<file path="src/rtl/jtsdram_progn.sv">
// jtsdram_progn - SDRAM programmer / verifier for the SDRAM test core.
//
// Sweeps every word (HALF=0) or every byte half (HALF=1) of banks
// 0..BANKS-1 over an AW-bit word address space. In write mode each
// location is filled from its bank's pattern word. In verify mode each
// location is read back, and the enabled bytes are compared against the
// pattern. Mismatches are counted in a saturating counter, and the first
// mismatch location is recorded.
//
// During active video, traffic is only issued on one frame out of
// RFSH_DIV. This leaves the controller free for refresh.
//
// Ports:
//   clk, rst_n        clock, asynchronous active-low reset
//   start, mode       start pulse (restarts a sweep), 0=write 1=verify
//   LVBL              vertical blank, active-low (1 = active video)
//   ba_data           pattern words, bank n at [16n+15:16n]
//   prog_*            SDRAM controller programming port
//   done, busy        sweep status
//   err_cnt, err_addr mismatch count, {ba,addr,half} of first mismatch
module jtsdram_progn #(
    parameter int AW       = 22,
    parameter int BANKS    = 4,
    parameter int HALF     = 1,
    parameter int RFSH_DIV = 2,
    parameter int ERRW     = 16
) (
    input  logic            clk,
    input  logic            rst_n,
    input  logic            start,
    input  logic            mode,
    input  logic            LVBL,
    input  logic [63:0]     ba_data,
    input  logic [15:0]     prog_dout,
    output logic            done,
    output logic            busy,
    output logic [AW-1:0]   prog_addr,
    output logic [15:0]     prog_data,
    output logic [1:0]      prog_mask,
    output logic [1:0]      prog_ba,
    output logic            prog_we,
    output logic            prog_rd,
    input  logic            prog_ack,
    input  logic            prog_rdy,
    output logic [ERRW-1:0] err_cnt,
    output logic [AW+2:0]   err_addr
);

    localparam int CW = 2 + AW + HALF;
    localparam logic [CW-1:0] LAST = {2'(BANKS - 1), {(AW + HALF){1'b1}}};

    typedef enum logic [1:0] {IDLE, ISSUE, WAIT, DONE} state_t;

    state_t          state_q, state_d;
    logic [CW-1:0]   cnt_q, cnt_d;
    logic            mode_q, mode_d;
    logic            half_q, half_d;
    logic            lvbl_q;
    logic [3:0]      frame_q, frame_d;
    logic            done_q, done_d;
    logic            busy_q, busy_d;
    logic [AW-1:0]   addr_q, addr_d;
    logic [15:0]     data_q, data_d;
    logic [1:0]      ba_q, ba_d;
    logic            we_q, we_d;
    logic            rd_q, rd_d;
    logic [ERRW-1:0] err_q, err_d;
    logic [AW+2:0]   erra_q, erra_d;

    // Location currently pointed at by the sweep counter
    logic [1:0]      cnt_ba;
    logic [AW-1:0]   cnt_addr;
    logic            cnt_half;
    logic [1:0]      mask_act;
    logic            mismatch;
    logic            slot_open;

    assign cnt_ba   = cnt_q[CW-1 -: 2];
    assign cnt_addr = cnt_q[HALF +: AW];
    assign cnt_half = (HALF != 0) ? cnt_q[0] : 1'b0;

    // Mask of the access in flight (1 = byte disabled). half=1 selects the low byte.
    assign mask_act = (HALF != 0) ? {half_q, ~half_q} : 2'b00;

    // Only the bytes the access actually touched take part in the comparison
    assign mismatch = (!mask_act[1] && (prog_dout[15:8] != data_q[15:8])) ||
                      (!mask_act[0] && (prog_dout[7:0]  != data_q[7:0]));

    assign slot_open = !LVBL || (frame_q == 4'd0);

    // Frame counter runs in every state so throttling phase is never lost
    always_comb begin
        frame_d = frame_q;
        if (LVBL && !lvbl_q)
            frame_d = (frame_q == 4'(RFSH_DIV - 1)) ? 4'd0 : frame_q + 4'd1;
    end

    always_comb begin
        state_d = state_q;
        cnt_d   = cnt_q;
        mode_d  = mode_q;
        half_d  = half_q;
        done_d  = done_q;
        busy_d  = busy_q;
        addr_d  = addr_q;
        data_d  = data_q;
        ba_d    = ba_q;
        we_d    = we_q;
        rd_d    = rd_q;
        err_d   = err_q;
        erra_d  = erra_q;
        if (start) begin
            // start wins over any handshake seen in the same cycle
            state_d = ISSUE;
            cnt_d   = '0;
            mode_d  = mode;
            done_d  = 1'b0;
            busy_d  = 1'b0;
            we_d    = 1'b0;
            rd_d    = 1'b0;
            err_d   = '0;
            erra_d  = '0;
        end else begin
            case (state_q)
                IDLE: ;
                ISSUE: begin
                    if (slot_open) begin
                        ba_d    = cnt_ba;
                        addr_d  = cnt_addr;
                        half_d  = cnt_half;
                        data_d  = ba_data[16*cnt_ba +: 16];
                        we_d    = ~mode_q;
                        rd_d    = mode_q;
                        busy_d  = 1'b1;
                        state_d = WAIT;
                    end else begin
                        busy_d = 1'b0;
                    end
                end
                WAIT: begin
                    if (prog_ack) begin
                        we_d = 1'b0;
                        rd_d = 1'b0;
                    end
                    if (prog_rdy) begin
                        we_d = 1'b0;
                        rd_d = 1'b0;
                        if (mode_q && mismatch) begin
                            if (err_q != {ERRW{1'b1}}) err_d = err_q + 1'b1;
                            if (err_q == '0) erra_d = {ba_q, addr_q, half_q};
                        end
                        if (cnt_q == LAST) begin
                            state_d = DONE;
                            done_d  = 1'b1;
                            busy_d  = 1'b0;
                        end else begin
                            cnt_d   = cnt_q + 1'b1;
                            state_d = ISSUE;
                        end
                    end
                end
                DONE: begin
                    done_d = 1'b1;
                    busy_d = 1'b0;
                    we_d   = 1'b0;
                    rd_d   = 1'b0;
                end
                default: state_d = IDLE;
            endcase
        end
    end

    always_ff @(posedge clk or negedge rst_n) begin
        if (!rst_n) begin
            state_q <= IDLE;
            cnt_q   <= '0;
            mode_q  <= 1'b0;
            half_q  <= 1'b0;
            lvbl_q  <= 1'b0;
            frame_q <= 4'd0;
            done_q  <= 1'b0;
            busy_q  <= 1'b0;
            addr_q  <= '0;
            data_q  <= '0;
            ba_q    <= '0;
            we_q    <= 1'b0;
            rd_q    <= 1'b0;
            err_q   <= '0;
            erra_q  <= '0;
        end else begin
            state_q <= state_d;
            cnt_q   <= cnt_d;
            mode_q  <= mode_d;
            half_q  <= half_d;
            lvbl_q  <= LVBL;
            frame_q <= frame_d;
            done_q  <= done_d;
            busy_q  <= busy_d;
            addr_q  <= addr_d;
            data_q  <= data_d;
            ba_q    <= ba_d;
            we_q    <= we_d;
            rd_q    <= rd_d;
            err_q   <= err_d;
            erra_q  <= erra_d;
        end
    end

    assign done      = done_q;
    assign busy      = busy_q;
    assign prog_addr = addr_q;
    assign prog_data = data_q;
    assign prog_ba   = ba_q;
    assign prog_we   = we_q;
    assign prog_rd   = rd_q;
    assign prog_mask = done_q ? 2'b11 : mask_act;
    assign err_cnt   = err_q;
    assign err_addr  = erra_q;

endmodule

</file>
<file path="config.mk">
export PLATFORM = sky130hd
export DESIGN_NAME = jtsdram_progn
export DESIGN_NICKNAME = d
export VERILOG_FILES = /design/src/rtl/jtsdram_progn.sv
export SDC_FILE = /design/constraint.sdc
export NUM_CORES = 1
export LEC_CHECK = 0
export CAP_MARGIN = 20
export CORE_UTILIZATION = 52
export DETAILED_ROUTE_END_ITERATION = 10
export PLACE_DENSITY = 0.84
export SLEW_MARGIN = 40
export SYNTH_ARGS = -nofsm -noshare
export SYNTH_HDL_FRONTEND = slang
export SYNTH_SLANG_ARGS = --single-unit
</file>
<file path="constraint.sdc">
create_clock -name clk -period 6.05 [get_ports clk]
set_input_delay 1.21 -clock clk [delete_from_list [all_inputs] [get_ports clk]]
set_output_delay 1.21 -clock clk [all_outputs]
set_load 0.03 [all_outputs]
</file>
==> qor.yml <==
run_status:
  status: "complete, no violations"
global_routing:
  track_usage_pct: 29.50
  grt_pass1_wl_um: 27020
  grt_overflow_total: 0
  grt_antenna_before_repair: 0
  grt_max_degree: 80
  grt_pass1_vias: 5456
clock_tree:
  path_clk_slew_ns: 0.05
  cts_buffer_depth: 2
  ctsHtreeMaxLevel: 4
  post_cts_buffers: 0
  worstSkewPairLatency_ns: 0.41
  numCtsBuffers: 17
  cts_resized: 0
  tritoncts: "done"
  root_buffer: "clkbuf_16"
  cts_num_sinks: 119
  cts_hold_buf: 0
synth:
  synth_area_sq_um: 6093
  synth-seq-cells: 119
  avgSynthCellArea_sq_um: 10.67
  muxShareOfSynthArea_pct: 14.02
  async_flop_share_pct: 100.0
  yosysWarnings: 0
  ys.flop_type: "dfrtp_1"
  synth.distinct_cells: 49
  synth_top_family_by_area: "simple AND/OR/NAND/NOR gates"
  yosysSeqAreaShare_pct: 48.87
  synth_compound_area_share_pct: 11.54
  synth_edf_count: 0
  synth-simple-area-share_pct: 16.96
  synth_adder_area_share_pct: 0.6160
  syn_nets: 661
  synthXorXnorAreaFrac_pct: 4.743
  netlist_instances: 571
routing:
  via_count: 5514
  drt_iter0_drc: 434
  drtPass1Iterations: 5
  routed_wl_um: 16980
  viasPerCell: 6.245
  detail-route-antenna-nets: 0
  route.detailed.drc: 0
  routedWlPerCell_um: 19.23
worst_setup_path:
  reg2reg_depth: 5
  critPathSlowestCell: "clkdlybuf4s50_1"
  worstPathArrival_ns: 3.62
  critical_path.endpoint_type: "flop"
  r2r-end: "cnt_q[17]"
  reg2reg_from: "cnt_q[24]"
  startpoint: "prog_rdy"
  rrSetupSlack_ns: 3.29
  crit_path_start_kind: "input pin"
  crit_path_max_fanout: 15
  max_stage_delay_ns: 0.57
  critical_path_required_ns: 6.33
  path_class: "input pin to flop"
  crit_chain: "clkdlybuf4s50_1 -> and3b_1 -> o311ai_4 -> buf_6 -> nor3b_1 -> mux2_2"
power:
  swShare_pct: 29.27
  power_density_nw_per_um2: 292.7
  power_switching_uw: 730.8
  total_power_uw: 2496
  p_int_uw: 1765
  combPwrFrac_pct: 23.8
  cellLeakagePower_uw: 0.003318
  clkPwrFrac_pct: 38.3
  power_frac_seq_pct: 37.9
  peakVddDrop_mv: 0.2794
sta:
  finalCriticalPeriod_ns: 3.331
  relSlewSlack_pct: 44.57
  rsz0062_at_grt: "no"
  finalCritPeriodShare_pct: 55.05
  setup_viol: 0
  fmax_mhz: 300.3
  hold_violations: 0
  clock_skew_ns: 0.007011
  worst_slack_ns: 2.719
  worstMarginPinSlew_ns: 0.8314
  drv_slew: 0
  fin_tns_setup_ns: 0
final_layout:
  antenna_cells: 0
  area_growth_pct: 39.94
  multi_input_area_sq_um: 2980
  seqCellArea_sq_um: 2979
  drive_above_1_share_pct: 14.86
  final_nets: 819
  fillers: 799
min_path:
  hp-start: "prog_addr[2]"
  min_to: "prog_addr[2]"
  holdCritPathClass: "flop to flop"
  min_path_cells: 1
floorplan:
  core_area_sq_um: 11420
  die_area_sq_um: 12160
  die_x_um: 110.3
  start_util_pct: 53.36
  die_h_um: 110.3
  fp-row-count: 39
  io_pins: 174
placed_design:
  portBuffers: 173
  place_ws_ns: 2.354
  gp_congestion: 0.8522
  hpwl_um: 11590
flow_run:
  cap_violations: 0
==> registers in the layout (all words and copies together) (netlist names) <==
| register | cells |
|---|---|
| done | 1 |
| prog_data | 16 |
| half_q | 1 |
| cnt_q | 25 |
| prog_ba | 2 |
| frame_q | 4 |
| err_cnt | 16 |
| prog_we | 1 |
| lvbl_q | 1 |
| mode_q | 1 |
| err_addr | 25 |
| state_q | 2 |
| busy | 1 |
| prog_addr | 22 |
| prog_rd | 1 |
==> worst max-delay path by stage <==
stage,endpoint,slack (ns),depth (start not counted)
2_1_floorplan,err_cnt[6],3.32,7
3_3_place_gp,err_cnt[14],2.22,7
3_5_place_dp,err_cnt[0],2.35,6
4_1_cts,err_cnt[0],2.75,6
5_1_grt,err_cnt[0],2.66,6
6_report,err_cnt[0],2.72,6
==> layout by cell type (no fill, tap or decap), drive strengths merged, types with 6 or more instances in the layout <==
master	instances
and4	7
mux4	16
clkinv	6
nand4	45
or4	14
nor2	35
inv	9
buf	9
xnor2	28
nor3	11
nand2	21
clkbuf	20
nor4	8
a21oi	47
o31ai	13
dfrtp	119
clkdlybuf4s50	171
mux2	43
o21ai	37
nand3	21
or3	7
==> power by group through the flow <==
stage                     Sequential [uW]  Clock [uW]  Combinational [uW]
after global routing                  955        1010                 625
after global placement                951           0                 576
after detailed placement              955           0                 592
after floorplan                      1060           0                 212
final                                 946         956                 594
after CTS                             944         964                 597
==> cell families (layout without fill, tap and decap cells) <==
logic type      after synthesis  in the layout
compound gates              120            120
xor+xnor                     33             33
fa+ha+maj                     3              3
buf+inv                      50            219
flops                       119            119
mux                          60             60
simple gates                186            186
==> final cells by class <==
| cell class | count | area share (%) |
|---|---|---|
| multi-input combinational | 402 | 34.95 |
| tap | 143 | 2.098 |
| inverter | 9 | 0.3962 |
| sequential | 119 | 34.94 |
| clock buffer | 20 | 5.356 |
| timing repair buffer | 180 | 21.03 |
| clock inverter | 10 | 1.233 |
==> Yosys cell counts (all sizes together), types with 2 or more instances <==
cell    instances  area [sq um]
ha              3         37.54
a31oi           3         18.77
buf             7         35.04
mux2           43         484.2
xnor2          28         245.2
nand4          45         287.8
nor3           11         55.05
xor2            5         43.79
a21oi          47         235.2
nor2           35         131.4
and3            3         18.77
dfrtp         119          2978
a311oi          3         26.28
nor2b           3         18.77
nor4            8         50.05
o211ai          2         15.01
or3             7         43.79
mux4           16         360.4
nor3b           2         15.01
or4            14         105.1
nand2b          5         31.28
nand2          21         78.83
clkbuf         34         128.9
o21ai          37         185.2
o31ai          13         97.59
a211oi          4         30.03
inv             9         33.78
and4            7         61.31
nand3          21         105.1
==> critical path: cells and delay by family <==
kind / cells / cell delay, ns
buffers and inverters: 2 / 0.82
AO/OA/AOI/OAI: 1 / 0.32
AND/OR/NAND/NOR: 2 / 0.87
multiplexers: 1 / 0.39
==> routing by layer <==
metal | up-vias | share of wire (%) | wire [um] | track usage, %
li1 | 2470 | - | - | -
met1 | 2753 | 40 | 6734 | 35.82
met2 | 257 | 51 | 8673 | 50.53
met3 | 34 | 6.6 | 1124 | 6.761
met4 | 0 | 2.6 | 443 | 12.12
met5 | - | 0 | 0 | 0
==> stage by stage <==
step / hold WS (ns) / area [sq um] / util (%) / cells
5_1_grt: 0.5570 / 8527 / 74.68 / 883
2_1_floorplan: 0.4689 / 6093 / - / 571
3_5_place_dp: 0.4977 / 7953 / 69.65 / 853
6_report: 0.5330 / 8527 / 74.68 / 883
3_3_place_gp: 0.4895 / 7903 / 69.21 / 851
4_1_cts: 0.5196 / 8514 / 74.57 / 883
(Power assumes the default switching activity.)
